## src/rtl/tecmo_pkg.sv

```systemverilog
// Shared definitions for the tecmo SDRAM front end: arbiter state encoding and
// default bus widths.
package tecmo_pkg;

    localparam int unsigned DEF_NUM_PORTS  = 4;
    localparam int unsigned DEF_ADDR_WIDTH = 23;
    localparam int unsigned DEF_DATA_WIDTH = 32;

    typedef enum logic [1:0] {
        IDLE       = 2'd0,
        WAIT_ACK   = 2'd1,
        WAIT_VALID = 2'd2
    } arb_state_t;

endpackage

```

## src/rtl/rr_select.sv

```systemverilog
// Round-robin picker: first set request at or after ptr, ascending with wrap.
module rr_select #(
    parameter  int unsigned N  = 4,
    localparam int unsigned IW = (N > 1) ? $clog2(N) : 1
) (
    input  logic [N-1:0]  req,
    input  logic [IW-1:0] ptr,
    output logic [IW-1:0] idx,
    output logic          any
);

    logic [IW:0] cand;

    // Walk candidates from farthest to nearest so the nearest hit wins.
    always_comb begin
        idx  = '0;
        any  = 1'b0;
        cand = '0;
        for (int i = int'(N) - 1; i >= 0; i--) begin
            cand = {1'b0, ptr} + (IW + 1)'(i);
            if (cand >= (IW + 1)'(N)) begin
                cand = cand - (IW + 1)'(N);
            end
            if (req[cand[IW-1:0]]) begin
                idx = cand[IW-1:0];
                any = 1'b1;
            end
        end
    end

endmodule

```

## src/rtl/sdram_arbiter.sv

```systemverilog
// Arbitrates ROM download writes and round-robin client reads onto a single
// SDRAM controller port, one transaction outstanding at a time.
module sdram_arbiter
    import tecmo_pkg::*;
#(
    parameter int unsigned NUM_PORTS  = DEF_NUM_PORTS,
    parameter int unsigned ADDR_WIDTH = DEF_ADDR_WIDTH,
    parameter int unsigned DATA_WIDTH = DEF_DATA_WIDTH
) (
    input  logic                            clk,
    input  logic                            reset_n,
    input  logic                            download,
    input  logic                            dl_req,
    input  logic [ADDR_WIDTH-1:0]           dl_addr,
    input  logic [DATA_WIDTH-1:0]           dl_data,
    output logic                            dl_ack,
    input  logic [NUM_PORTS-1:0]            rd_req,
    input  logic [NUM_PORTS*ADDR_WIDTH-1:0] rd_addr,
    output logic [NUM_PORTS-1:0]            rd_ack,
    output logic [NUM_PORTS-1:0]            rd_valid,
    output logic [DATA_WIDTH-1:0]           rd_q,
    output logic [ADDR_WIDTH-1:0]           sdram_addr,
    output logic [DATA_WIDTH-1:0]           sdram_data,
    output logic                            sdram_we,
    output logic                            sdram_req,
    input  logic                            sdram_ack,
    input  logic                            sdram_valid,
    input  logic [DATA_WIDTH-1:0]           sdram_q
);

    localparam int unsigned PW = (NUM_PORTS > 1) ? $clog2(NUM_PORTS) : 1;

    arb_state_t            state_q, state_d;
    logic [PW-1:0]         ptr_q, ptr_d;
    logic [PW-1:0]         gnt_q, gnt_d;
    logic [PW-1:0]         sel_idx;
    logic                  sel_any;
    logic [PW:0]           ptr_inc;
    logic                  settling;
    logic [ADDR_WIDTH-1:0] port_addr [NUM_PORTS];

    logic                  req_d;
    logic                  we_d;
    logic [ADDR_WIDTH-1:0] addr_d;
    logic [DATA_WIDTH-1:0] data_d;
    logic [DATA_WIDTH-1:0] rd_q_d;
    logic                  dl_ack_d;
    logic [NUM_PORTS-1:0]  rd_ack_d;
    logic [NUM_PORTS-1:0]  rd_valid_d;

    rr_select #(
        .N (NUM_PORTS)
    ) u_rr_select (
        .req (rd_req),
        .ptr (ptr_q),
        .idx (sel_idx),
        .any (sel_any)
    );

    always_comb begin
        for (int p = 0; p < int'(NUM_PORTS); p++) begin
            port_addr[p] = rd_addr[p*ADDR_WIDTH +: ADDR_WIDTH];
        end
    end

    // A completion pulse is visible to requesters this cycle; their request
    // lines still reflect the finished transaction, so hold off granting.
    assign settling = dl_ack | (|rd_ack) | (|rd_valid);

    always_comb begin
        state_d    = state_q;
        ptr_d      = ptr_q;
        gnt_d      = gnt_q;
        req_d      = sdram_req;
        we_d       = sdram_we;
        addr_d     = sdram_addr;
        data_d     = sdram_data;
        rd_q_d     = rd_q;
        dl_ack_d   = 1'b0;
        rd_ack_d   = '0;
        rd_valid_d = '0;

        ptr_inc = {1'b0, sel_idx} + (PW + 1)'(1);
        if (ptr_inc >= (PW + 1)'(NUM_PORTS)) begin
            ptr_inc = '0;
        end

        case (state_q)
            IDLE: begin
                if (!settling) begin
                    if (download) begin
                        if (dl_req) begin
                            addr_d  = dl_addr;
                            data_d  = dl_data;
                            we_d    = 1'b1;
                            req_d   = 1'b1;
                            state_d = WAIT_ACK;
                        end
                    end else if (sel_any) begin
                        gnt_d   = sel_idx;
                        addr_d  = port_addr[sel_idx];
                        we_d    = 1'b0;
                        req_d   = 1'b1;
                        ptr_d   = ptr_inc[PW-1:0];
                        state_d = WAIT_ACK;
                    end
                end
            end

            WAIT_ACK: begin
                if (sdram_ack) begin
                    req_d = 1'b0;
                    if (sdram_we) begin
                        dl_ack_d = 1'b1;
                        state_d  = IDLE;
                    end else begin
                        rd_ack_d[gnt_q] = 1'b1;
                        if (sdram_valid) begin
                            rd_valid_d[gnt_q] = 1'b1;
                            rd_q_d            = sdram_q;
                            state_d           = IDLE;
                        end else begin
                            state_d = WAIT_VALID;
                        end
                    end
                end
            end

            WAIT_VALID: begin
                if (sdram_valid) begin
                    rd_valid_d[gnt_q] = 1'b1;
                    rd_q_d            = sdram_q;
                    state_d           = IDLE;
                end
            end

            default: begin
                state_d = IDLE;
            end
        endcase
    end

    always_ff @(posedge clk) begin
        if (!reset_n) begin
            state_q    <= IDLE;
            ptr_q      <= '0;
            gnt_q      <= '0;
            sdram_req  <= 1'b0;
            sdram_we   <= 1'b0;
            sdram_addr <= '0;
            sdram_data <= '0;
            rd_q       <= '0;
            dl_ack     <= 1'b0;
            rd_ack     <= '0;
            rd_valid   <= '0;
        end else begin
            state_q    <= state_d;
            ptr_q      <= ptr_d;
            gnt_q      <= gnt_d;
            sdram_req  <= req_d;
            sdram_we   <= we_d;
            sdram_addr <= addr_d;
            sdram_data <= data_d;
            rd_q       <= rd_q_d;
            dl_ack     <= dl_ack_d;
            rd_ack     <= rd_ack_d;
            rd_valid   <= rd_valid_d;
        end
    end

endmodule
```

## config.mk

```make
export PLATFORM = sky130hd
export DESIGN_NAME = sdram_arbiter
export DESIGN_NICKNAME = d
export VERILOG_FILES = /design/src/rtl/tecmo_pkg.sv /design/src/rtl/rr_select.sv /design/src/rtl/sdram_arbiter.sv
export SDC_FILE = /design/constraint.sdc
export NUM_CORES = 1
export LEC_CHECK = 0
export CAP_MARGIN = 5
export CORE_MARGIN = 2
export CORE_UTILIZATION = 34
export CTS_CLUSTER_DIAMETER = 30
export DETAILED_ROUTE_END_ITERATION = 10
export PLACE_DENSITY = 0.83
export SYNTH_ARGS = -nofsm -noshare
export SYNTH_HDL_FRONTEND = slang
export SYNTH_SLANG_ARGS = --single-unit
```

## constraint.sdc

```tcl
create_clock -name clk -period 1.5 [get_ports clk]
set_input_delay 0.225 -clock clk [delete_from_list [all_inputs] [get_ports clk]]
set_output_delay 0.225 -clock clk [all_outputs]
set_load 0.02 [all_outputs]
```

# ---- Word level (Yosys, flattened, before mapping)
# Cells that the tools add are included.
dict set report word_totals {
  inputBits 189
  elab_cells 118
  regBits 104
}
dict set report classes {
  addsub 8
  n_eq_ne 9
  n_lt_le_gt_ge 12
  n_reduce_logical 15
  n_mux 55
  bitwise_logic 8
}
# op n
set op_table {}
lappend op_table {{2-to-1 mux 23 bit} 5}
lappend op_table {{2-to-1 mux 32 bit} 3}
lappend op_table {{case mux 32 bit (2 select lines)} 1}
lappend op_table {{binary-select mux 23 bit (select 2 bit)} 1}
lappend op_table {{2-to-1 mux 2 bit} 17}
lappend op_table {{2-to-1 mux 1 bit} 17}
lappend op_table {{greater-or-equal comparator 3 bit (second input constant)} 5}
lappend op_table {{less-than comparator 2 x 3 -> 1 bit (second input constant)} 5}
lappend op_table {{2-to-1 mux 4 bit} 3}
lappend op_table {{AND reduction 4 bit} 3}
lappend op_table {{OR reduction 4 bit} 3}
lappend op_table {{AND reduction 5 bit} 2}
lappend op_table {{binary-select mux 1 bit (select 2 bit)} 4}
lappend op_table {{inequality test 2 bit (second input constant)} 4}
lappend op_table {{case mux 4 bit (2 select lines)} 1}
lappend op_table {{subtractor 2 x 1 -> 2 bit (second input constant)} 4}
lappend op_table {{adder 2 x 1 -> 3 bit (second input constant)} 2}
lappend op_table {{adder 2 x 2 -> 3 bit (second input constant)} 2}
lappend op_table {{inequality test 3 bit (second input constant)} 2}
lappend op_table {{case mux 2 bit (3 select lines)} 1}
lappend op_table {{AND reduction 3 bit} 2}
lappend op_table {{nonzero test 2 bit} 3}
lappend op_table {{inverter 1 bit} 5}
lappend op_table {{greater-or-equal comparator 2 x 3 -> 1 bit (second input constant)} 1}
lappend op_table {{10 further kinds} 11}

# ---- Depth between registers and ports, before layout
# Gate-level depths: netlist of run 1.
dict set report logic_depth {
  depth_word 15
  mapped_depth 9
}

# ---- Modules after synthesis
# Synthesis of run 1 repeated with hierarchy kept, for this count alone.
dict set report unflattened {
  cells_unflattened 452
  area_unflattened_um2 4809.6
}
# module seq_area_each_um2 area_per_inst_um2 n_inst cells_each
set modules_own_cells {}
lappend modules_own_cells {sdram_arbiter 2082.0 4732.0 1 439}
lappend modules_own_cells {rr_select 0.0 77.6 1 13}

# ---- Least setup slack after synthesis of run 1
# OpenSTA, ideal clock, no wires.
dict set report synth_timing {
  path_type {flip-flop to flip-flop}
  startpoint {reg rd_valid[1]}
  endpoint {reg sdram_addr[14]}
  arrival_ns 1.561
  setup_time_ns 0.119
  path_buffers 1
  slack_ns -0.180
  t_required_ns 1.381
  period_less_slack_ns 1.680
  path_stages_with_launch 7
  path_cell_list {dfxtp_1 -> nor4_2 -> nand4_2 -> nor2_4 -> buf_6 -> o21ai_1 -> o221a_1}
}
dict set report synth_between {
  elab_chain_cells 4
}
# item line_no
set synth_rtl {}
lappend synth_rtl {{from (decl)} sdram_arbiter.sv:20} ;# output logic [NUM_PORTS-1:0] rd_valid,
lappend synth_rtl {{from (signal assigned)} sdram_arbiter.sv:167} ;# rd_valid <= rd_valid_d;
lappend synth_rtl {{OR reduction 4 bit} sdram_arbiter.sv:68} ;# assign settling = dl_ack | (|rd_ack) | (|rd_valid);
lappend synth_rtl {{bitwise OR 1 bit} sdram_arbiter.sv:68}
lappend synth_rtl {{inverter 1 bit (no source line)} -}
lappend synth_rtl {{AND reduction 4 bit (no source line)} -}
lappend synth_rtl {{to (signal assigned)} sdram_arbiter.sv:162} ;# sdram_addr <= addr_d;
lappend synth_rtl {{to (decl)} sdram_arbiter.sv:22} ;# output logic [ADDR_WIDTH-1:0] sdram_addr,
# No other way between the ends.
# A chain may end at the register's enable or synchronous reset.

# ---- Final worst setup path of run 1
dict set report layout_timing {
  startpoint {reg rd_valid[2]}
  endpoint {reg sdram_data[14]}
}
dict set report layout_between {
  elab_chain_cells 4
}
# item line_no
set layout_rtl {}
lappend layout_rtl {{OR reduction 4 bit} sdram_arbiter.sv:68}
lappend layout_rtl {{bitwise OR 1 bit} sdram_arbiter.sv:68}
lappend layout_rtl {{inverter 1 bit (no source line)} -}
lappend layout_rtl {{AND reduction 4 bit (no source line)} -}
lappend layout_rtl {{to (signal assigned)} sdram_arbiter.sv:163} ;# sdram_data <= data_d;
lappend layout_rtl {{to (decl)} sdram_arbiter.sv:23} ;# output logic [DATA_WIDTH-1:0] sdram_data,
# No other way between the ends.

==> flow_metrics.py, run 1 <==
metrics = {
    "finish": {
        "post_route_cells_drive_above_1_share_pct": 26.8,
        "n_fill_cell": 1089,
        "final_util_pct": 69.6,
        "instances_no_fill": 1075,
        "n_antenna_cell": 0,
        "layout_common_cells": "clkdlybuf4s50_1 (184), dlygate4sd2_1 (100), dfxtp_1 (98), nand2_1 (97), mux2i_1 (43)",
        "layout_commonest_cell": "clkdlybuf4s50_1",
        "final_nets": 1082,
        "area_delta_synth_final_pct": 99.7,
    },
    "die": {
        "die_h_um": 123,
        "start_util_pct": 34.8,
        "io_pins": 287,
        "core_area_um2": 13900,
        "rows": 43,
        "die_area_um2": 15200,
        "die_width_um": 123,
    },
    "route": {
        "wl_per_cell_um": 17.4,
        "viasPerCell": 4.97,
        "dr.pass1.iters": 6,
        "drc": 0,
        "ant_nets": 0,
        "dr_total_vias": 5341,
        "wl_um": 18700,
        "first_iter_violations": 198,
    },
    "power": {
        "ir_worst_vdd_mv": 0.600,
        "p_clk_share_pct": 23.9,
        "p_int_w": 0.00719,
        "p_seq_share_pct": 31.0,
        "p_sw_share_pct": 33.5,
        "p_leak_nw": 4.28,
        "p_sw_w": 0.00362,
        "p_total_w": 0.0108,
        "cellPowerDensity_nw_per_um2": 1110,
        "combPwrFrac_pct": 45.1,
    },
    "placed_design": {
        "place_congestion": 0.791,
        "io_buffer_count": 286,
        "place.detailed.hpwl_um": 11900,
        "dp_slack_ns": -0.769,
        "dp_cells": 1019,
    },
    "synthesis": {
        "synth.distinct_cells": 43,
        "synth_cells": 545,
        "synth-seq-cells": 104,
        "yosysSeqAreaShare_pct": 42.9,
        "async_flop_share_pct": 0,
        "syn-num-nets": 737,
        "synth_flop_cell": "dfxtp_1",
        "avgSynthCellArea_um2": 8.91,
        "yosys_warnings": 0,
        "synth-edff-count": 0,
        "syn-cell-area_um2": 4850,
    },
    "timing": {
        "timing.final.crit_share_pct": 121,
        "hold_violations": 0,
        "drv_slew": 0,
        "period_needed_ns": 1.81,
        "finalWorstSetupSlack_ns": -0.313,
        "max_slew.worst_pin.slew_ns": 0.332,
        "setup_viol": 95,
        "skew_ns": 0.0112,
        "clock.fmax_mhz": 552,
        "rsz0062_at_grt": "true",
        "tns_ns": -20.07,
        "slew_headroom_pct": 77.7,
    },
    "critical_path": {
        "cp-end-kind": "flop",
        "cp.required_ns": 1.77,
        "critPathKind": "flop to flop",
        "cp-start-kind": "flop",
        "path_max_fanout": 8,
        "worstPathArrival_ns": 2.09,
    },
    "global_route": {
        "grt_pass1_vias": 5095,
        "grt_pass1_wl_um": 25300,
        "antenna_found_initial": 0,
        "overflow": 0,
        "grt_max_degree": 55,
        "track_usage_pct": 21.5,
    },
    "clocking": {
        "ctsHtreeMaxLevel": 3,
        "clk_pin_slew_ns": 0.08,
        "cts_tree": "done",
        "postCtsHoldBufs": 0,
        "cts_buffers": 9,
        "clk_latency_ns": 0.34,
        "cts.sinks": 104,
        "clockBufferDepth": 2,
        "clockRootBuffer": "clkbuf_16",
    },
    "worst_hold_path": {
        "holdCritPathClass": "primary input to flop",
    },
    "flow_run": {
        "maxCapViolCount": 0,
    },
    "status": {
        "violations": "negative setup slack",
        "status": "finished with violations",
    },
}
[sequential cells by signal, indices dropped and copies added, names as in the netlist]
signal and cells:
rd_ack 4, sdram_data 32, rd_valid 4, sdram_addr 23, dl_ack 1, sdram_we 1, rd_q 32, ptr_q 2
state_q 2, sdram_req 1, gnt_q 2
[metrics by stage]
step                hold slack, ns  cell area, µm²
finish                       0.249            9700
global route                 0.249            9700
CTS                          0.238            9000
detailed placement           0.446            8260
global placement             0.440            8260
floorplan                    0.332            4940
[critical path: stages (launching register included)]
cell and delay (ns):
dfxtp_2 0.34, nor4_4 0.34, nand4_4 0.18, buf_6 0.18, inv_4 0.04, and3_4 0.26
clkbuf_16 0.20, nand2_1 0.06, a21boi_1 0.13
[area by class of cell]
class	instances	area (µm²)	share of cell area [%]
clock buffers	9	225	2.32
clock inverters	7	100	1.03
inverters	6	27.5	0.284
multi-input cells	398	3180	32.8
flip-flops and latches	104	2090	21.6
well taps	180	225	2.32
repair buffers	371	3840	39.7
[cells by family (layout without fill, tap and decap cells)]
group | Yosys count | count (layout) | synth area share [%]
AO/OA/AOI/OAI | 149 | 149 | 22.6
XOR/XNOR | 1 | 1 | 0.180
adder cells (fa/ha/maj) | 3 | 3 | 0.773
buffers and inverters | 46 | 393 | 5.67
flip-flops | 104 | 104 | 42.9
multiplexers | 51 | 51 | 10.8
AND/OR/NAND/NOR | 191 | 194 | 17.1
[power groups by stage]
stage	sequential [W]	combinational (W)	clock, W
global placement	0.00339	0.00376	0
detailed placement	0.00341	0.00382	0
floorplan	0.00379	0.00164	0
global route	0.00340	0.00516	0.00276
finish	0.00335	0.00488	0.00258
CTS	0.00334	0.00418	0.00264
[final timing paths]
path / from / to / slack [ns] / depth (start not counted)
setup reg to reg: rd_valid[2]$_SDFF_PN0_ / sdram_data[14]$_SDFFE_PN0P_ / -0.31 / 8
hold / removal: reset_n / rd_valid[2]$_SDFF_PN0_ / 0.25 / 3
setup / recovery: rd_valid[2]$_SDFF_PN0_ / sdram_data[14]$_SDFFE_PN0P_ / -0.31 / 8
hold reg to reg: sdram_data[0]$_SDFFE_PN0P_ / sdram_data[0]$_SDFFE_PN0P_ / 0.45 / 2
[layer usage]
layer  track usage [%]  wire length [µm]  up-vias
li1                  -                 -     2592
met1              22.5              6910     2506
met2              40.7             10000      212
met3              5.30              1240       31
met4              8.74               525        0
met5                 0                 0        -
[what timing repair did]
item | CTS | global route
gates resized for setup | 197 | 154
endpoints found under the setup margin | 196 | 99
gates cloned | 9 | 7
buffers inserted | 18 | 10
pin swaps | 48 | 99
[synthesized netlist by cell type, types with 2 or more instances]
cell type / number / area (µm²)
a21boi_0: 36 / 270
a21boi_1: 29 / 218
a21oi_1: 5 / 25.0
buf_2: 7 / 35.0
buf_4: 3 / 22.5
buf_6: 11 / 124
clkbuf_1: 19 / 71.3
dfxtp_1: 104 / 2080
ha_1: 3 / 37.5
inv_1: 4 / 15.0
inv_2: 2 / 7.51
mux2i_1: 50 / 500
nand2_1: 155 / 582
nand2b_1: 3 / 18.8
nand3_1: 2 / 10.0
nor2_1: 9 / 33.8
nor2b_1: 4 / 25.0
nor3_1: 4 / 20.0
nor3b_1: 2 / 15.0
o211a_1: 2 / 20.0
o21a_1: 2 / 15.0
o21ai_0: 20 / 100
o21ai_1: 27 / 135
o221a_1: 23 / 259
No activity file was read; power rests on OpenSTA's default activity.
==> run 2, diff against run 1 <==
--- a/config.mk
+++ b/config.mk
@@ -7,10 +7,11 @@
 export LEC_CHECK = 0
 export CAP_MARGIN = 5
 export CORE_MARGIN = 2
-export CORE_UTILIZATION = 34
+export CORE_UTILIZATION = 35
+export CTS_BUF_LIST = sky130_fd_sc_hd__clkbuf_4
 export CTS_CLUSTER_DIAMETER = 30
 export DETAILED_ROUTE_END_ITERATION = 10
-export PLACE_DENSITY = 0.83
+export PLACE_DENSITY = 0.85
 export SYNTH_ARGS = -nofsm -noshare
 export SYNTH_HDL_FRONTEND = slang
 export SYNTH_SLANG_ARGS = --single-unit
==> flow_metrics.py, run 2 (same netlist as run 1, synthesis figures left out) <==
metrics = {
    "status": {
        "status": "finished with violations",
        "violations": "negative setup slack",
    },
    "die": {
        "die_area_um2": 14800,
        "rows": 43,
        "io_pins": 287,
        "die_width_um": 122,
        "die_h_um": 122,
        "start_util_pct": 35.4,
        "core_area_um2": 13700,
    },
    "power": {
        "cellPowerDensity_nw_per_um2": 1030,
        "p_leak_nw": 4.07,
        "ir_worst_vdd_mv": 0.469,
    },
    "global_route": {
        "antenna_found_initial": 1,
        "track_usage_pct": 23.0,
        "overflow": 0,
        "grt_max_degree": 35,
        "grt_pass1_vias": 5388,
        "grt_pass1_wl_um": 26800,
    },
    "route": {
        "first_iter_violations": 240,
        "wl_per_cell_um": 17.7,
        "dr_total_vias": 5486,
        "dr.pass1.iters": 4,
        "viasPerCell": 5.06,
        "wl_um": 19200,
        "ant_nets": 0,
        "drc": 0,
    },
    "placed_design": {
        "dp_cells": 1027,
        "place.detailed.hpwl_um": 12000,
        "place_congestion": 0.830,
        "dp_slack_ns": -0.792,
        "io_buffer_count": 286,
    },
    "critical_path": {
        "endpoint": "sdram_data[0]$_SDFFE_PN0P_",
        "r2r_setup_slack_ns": -0.35,
        "cp-start-kind": "flop",
        "r2r-end": "sdram_data[0]$_SDFFE_PN0P_",
        "critPathKind": "flop to flop",
        "cp.required_ns": 1.92,
        "r2r-start": "rd_valid[3]$_SDFF_PN0_",
        "worstPathArrival_ns": 2.27,
        "rr_worst_depth": 8,
        "cp-end-kind": "flop",
        "startpoint": "rd_valid[3]$_SDFF_PN0_",
        "path_max_fanout": 8,
    },
    "clocking": {
        "cts.sinks": 104,
        "cts_buffers": 9,
        "clockBufferDepth": 2,
        "clockRootBuffer": "clkbuf_4",
        "ctsHtreeMaxLevel": 3,
        "postCtsHoldBufs": 0,
        "clk_latency_ns": 0.48,
        "cts_tree": "done",
        "clk_pin_slew_ns": 0.22,
    },
    "timing": {
        "max_slew.worst_pin.slew_ns": 0.342,
        "period_needed_ns": 1.85,
        "clock.fmax_mhz": 541,
        "hold_violations": 0,
        "skew_ns": 0.0301,
        "timing.final.crit_share_pct": 123,
        "slew_headroom_pct": 77.1,
        "rsz0062_at_grt": "true",
        "finalWorstSetupSlack_ns": -0.350,
        "setup_viol": 97,
        "drv_slew": 0,
    },
    "finish": {
        "reg.largest.list": "rd_q (32), sdram_data (32), sdram_addr (23)",
        "final_nets": 1090,
        "regArea_um2": 2100,
        "n_fill_cell": 1011,
        "multiInputGateArea_um2": 3150,
        "layout_common_cells": "clkdlybuf4s50_1 (184), dfxtp_1 (93), nand2_1 (91), dlygate4sd2_1 (57), buf_4 (55)",
        "instances_no_fill": 1084,
        "area_delta_synth_final_pct": 95.6,
        "layout_commonest_cell": "clkdlybuf4s50_1",
        "post_route_cells_drive_above_1_share_pct": 30.2,
    },
    "worst_hold_path": {
        "whs_path_depth": 3,
        "holdCritPathClass": "primary input to flop",
    },
    "flow_run": {
        "maxCapViolCount": 0,
    },
}
-- run 2: cell count changes in the layout (fill, tap and decap cells not counted), moves of 9 or more --
cell,change
o21ai_1,-13
clkbuf_16,-11
clkdlybuf4s15_1,+26
clkbuf_4,+9
clkbuf_2,+12
dlygate4sd2_1,-43
buf_4,+15
o21ai_0,+16
-- run 2: through the flow --
stage          setup TNS (ns)  util, %  hold WS (ns)  total power (W)  cell area (µm²)
4_1_cts                -19.64     65.5         0.109          0.00933             8990
6_report               -23.47     69.2        0.0653          0.00981             9490
2_1_floorplan           -3.17        -         0.332          0.00543             4940
3_5_place_dp           -38.16     60.4         0.447          0.00725             8290
5_1_grt                -31.88     69.2        0.0278           0.0103             9490
3_3_place_gp           -35.53     60.4         0.440          0.00717             8290
-- run 2: worst max-delay path: stages (launching register included) --
cell and delay, ns:
dfxtp_2 0.38, nor4_4 0.36, nand4_4 0.16, buf_6 0.17, inv_4 0.05, and3_4 0.29, clkbuf_16 0.21, nand2_1 0.06
a21boi_1 0.14
-- run 2: layout make-up --
type | count | share of cell area (%)
antenna | 1 | 0.0264
clock buffer | 9 | 0.712
clock inverter | 7 | 0.936
inverter | 6 | 0.290
multi-input combinational | 398 | 33.2
sequential | 104 | 22.1
tap | 180 | 2.37
timing repair buffer | 379 | 40.4
-- run 2: layer usage --
layer	part of all wire, %	GRT usage [%]
met5	0	0
met2	53	43.4
met1	37	24.6
met3	6.1	4.96
met4	4.2	9.34
-- run 2: worst min-delay path by stage --
stage / startpoint / end
after floorplan: sdram_ack / sdram_req$_SDFFE_PN0P_
after global placement: sdram_data[29]$_SDFFE_PN0P_ / sdram_data[29]$_SDFFE_PN0P_
after detailed placement: sdram_data[13]$_SDFFE_PN0P_ / sdram_data[13]$_SDFFE_PN0P_
after CTS: reset_n / rd_valid[0]$_SDFF_PN0_
after global routing: reset_n / rd_valid[0]$_SDFF_PN0_
final: reset_n / rd_valid[0]$_SDFF_PN0_
-- run 2: report_power, final --
part | switching [W] | internal (W) | leakage [nW]
Combinational | 0.00230 | 0.00257 | 3.13
Sequential | 0.000245 | 0.00314 | 0.854
Clock | 0.00113 | 0.000428 | 0.0837
Total | 0.00368 | 0.00613 | 4.07
-- run 2: timing repair --
| item | in CTS | in global routing |
|---|---|---|
| setup endpoints to repair | 197 | 140 |
| buffers inserted | 22 | 8 |
| resized for setup | 224 | 173 |
| pin swaps | 64 | 76 |
| cloned | 11 | 3 |
==> run 3, diff against run 2 <==
--- a/config.mk
+++ b/config.mk
@@ -6,12 +6,11 @@
 export NUM_CORES = 1
 export LEC_CHECK = 0
 export CAP_MARGIN = 5
-export CORE_MARGIN = 2
-export CORE_UTILIZATION = 35
-export CTS_BUF_LIST = sky130_fd_sc_hd__clkbuf_4
+export CORE_MARGIN = 1
+export CORE_UTILIZATION = 34
 export CTS_CLUSTER_DIAMETER = 30
 export DETAILED_ROUTE_END_ITERATION = 10
-export PLACE_DENSITY = 0.85
+export PLACE_DENSITY = 0.83
 export SYNTH_ARGS = -nofsm -noshare
 export SYNTH_HDL_FRONTEND = slang
 export SYNTH_SLANG_ARGS = --single-unit
==> flow_metrics.py, run 3 (same netlist as run 1, synthesis figures left out) <==
metrics = {
    "die": {
        "die_width_um": 121,
        "core_area_um2": 13900,
        "die_area_um2": 14800,
        "die_h_um": 121,
        "io_pins": 287,
        "start_util_pct": 35.0,
        "rows": 43,
    },
    "finish": {
        "post_route_cells_drive_above_1_share_pct": 32.6,
        "n_antenna_cell": 0,
        "regArea_um2": 2090,
        "final_util_pct": 72.2,
        "instances_no_fill": 1096,
        "area_delta_synth_final_pct": 106,
        "layout_commonest_cell": "clkdlybuf4s50_1",
        "reg.largest.list": "rd_q (32), sdram_data (32), sdram_addr (23)",
        "final_nets": 1103,
        "layout_common_cells": "clkdlybuf4s50_1 (183), dlygate4sd2_1 (100), dfxtp_1 (98), nand2_1 (72), buf_4 (48)",
        "multiInputGateArea_um2": 3310,
        "n_fill_cell": 974,
    },
    "clocking": {
        "clockBufferDepth": 2,
        "clockRootBuffer": "clkbuf_16",
        "cts_tree": "done",
        "clk_latency_ns": 0.35,
        "clk_pin_slew_ns": 0.08,
        "cts_buffers": 9,
        "ctsHtreeMaxLevel": 3,
        "cts.sinks": 104,
    },
    "timing": {
        "finalWorstSetupSlack_ns": -0.305,
        "whs_ns": 0.217,
        "tns_ns": -15.93,
        "setup_viol": 95,
        "period_needed_ns": 1.81,
        "drv_slew": 0,
        "max_slew.worst_pin.slew_ns": 0.358,
        "timing.final.crit_share_pct": 120,
        "hold_violations": 0,
        "clock.fmax_mhz": 554,
        "rsz0062_at_grt": "true",
        "skew_ns": 0.0169,
        "slew_headroom_pct": 76.1,
    },
    "critical_path": {
        "worstPathArrival_ns": 2.08,
        "crit_buf_inv": 3,
        "crit_slowest_cell": "nor4_4",
        "crit_chain": "nor4_4 > nand4_4 > inv_2 > and3_4 > buf_12 > buf_16 > nand2_1 > a21boi_1",
        "cp-start-kind": "flop",
        "max_stage_delay_ns": 0.36,
        "critPathKind": "flop to flop",
        "critPathTopFamily": "simple AND/OR/NAND/NOR gates",
        "cp.required_ns": 1.77,
        "cp-end-kind": "flop",
        "path_max_fanout": 16,
    },
    "route": {
        "ant_nets": 0,
        "viasPerCell": 4.97,
        "dr.pass1.iters": 4,
        "wl_um": 18900,
        "first_iter_violations": 220,
        "drc": 0,
        "wl_per_cell_um": 17.3,
        "dr_total_vias": 5446,
    },
    "worst_hold_path": {
        "holdCritPathClass": "primary input to flop",
    },
    "global_route": {
        "grt_pass1_wl_um": 26700,
        "antenna_found_initial": 0,
        "overflow": 0,
        "grt_max_degree": 33,
        "track_usage_pct": 23.5,
        "grt_pass1_vias": 5265,
    },
    "power": {
        "ir_worst_vdd_mv": 0.662,
        "p_leak_nw": 4.29,
        "cellPowerDensity_nw_per_um2": 1110,
    },
    "placed_design": {
        "io_buffer_count": 286,
        "place.detailed.hpwl_um": 11500,
        "place_congestion": 0.779,
        "dp_cells": 1025,
        "dp_slack_ns": -0.805,
    },
    "status": {
        "status": "finished with violations",
        "violations": "negative setup slack",
    },
    "flow_run": {
        "maxCapViolCount": 0,
    },
}
run 3: cell count changes in the layout (fill, tap and decap cells not counted), moves of 9 or more:
cell             before  now
buf_6                12   27
o21ai_2               1   13
a21boi_1             28   39
dlygate4sd2_1        57  100
a21boi_2             37   26
clkbuf_2             12    2
o21ai_0              18    7
clkdlybuf4s15_1      27    0
nand2_2              26   45
clkbuf_4              9    0
nand2_1              91   72
clkbuf_16             3   12
run 3: per-layer routing:
layer	vias up	part of all wire (%)	global-route usage (%)
met3	50	5.8	4.93
met5	-	0	0
met1	2531	39	25.8
met2	229	52	42.1
li1	2636	-	-
met4	0	3.7	12.3
run 3: per-stage QoR:
step	cell area (µm²)	power, W
CTS	9470	0.0106
global placement	8260	0.00714
floorplan	4940	0.00543
global route	10000	0.0116
finish	10000	0.0111
detailed placement	8260	0.00721
run 3: repair_timing:
item                       4_1_cts  5_1_grt
hold buffers                     0        0
setup buffers                   35       10
resized for setup              242      167
pin swaps                       79      121
gates cloned                    18        3
setup endpoints to repair      194       97
run 3: power breakdown:
group | total (W) | switching (W) | internal [W]
Sequential | 0.00340 | 0.000263 | 0.00314
Clock | 0.00239 | 0.00119 | 0.00119
Combinational | 0.00531 | 0.00246 | 0.00285
run 3: layout make-up:
type / instances / area share (%)
clock buffer: 9 / 2.25
multi-input combinational: 398 / 33.0
inverter: 6 / 0.250
clock inverter: 7 / 0.799
sequential: 104 / 20.9
timing repair buffer: 392 / 40.6
tap: 180 / 2.25
run 3: final timing paths:
check	startpoint	endpoint	slack [ns]	depth (start not counted)
worst max-delay path	rd_valid[2]$_SDFF_PN0_	sdram_data[21]$_SDFFE_PN0P_	-0.31	8
worst min register to register	rd_q[0]$_SDFFE_PN0P_	rd_q[0]$_SDFFE_PN0P_	0.45	2
worst min-delay path	reset_n	rd_valid[0]$_SDFF_PN0_	0.22	3
worst max register to register	rd_valid[2]$_SDFF_PN0_	sdram_data[21]$_SDFFE_PN0P_	-0.31	8
run 3: tightest hold or removal path: stages:
cell and delay, ns:
buf_2 0.16, o2111ai_4 0.10, nor3_2 0.04
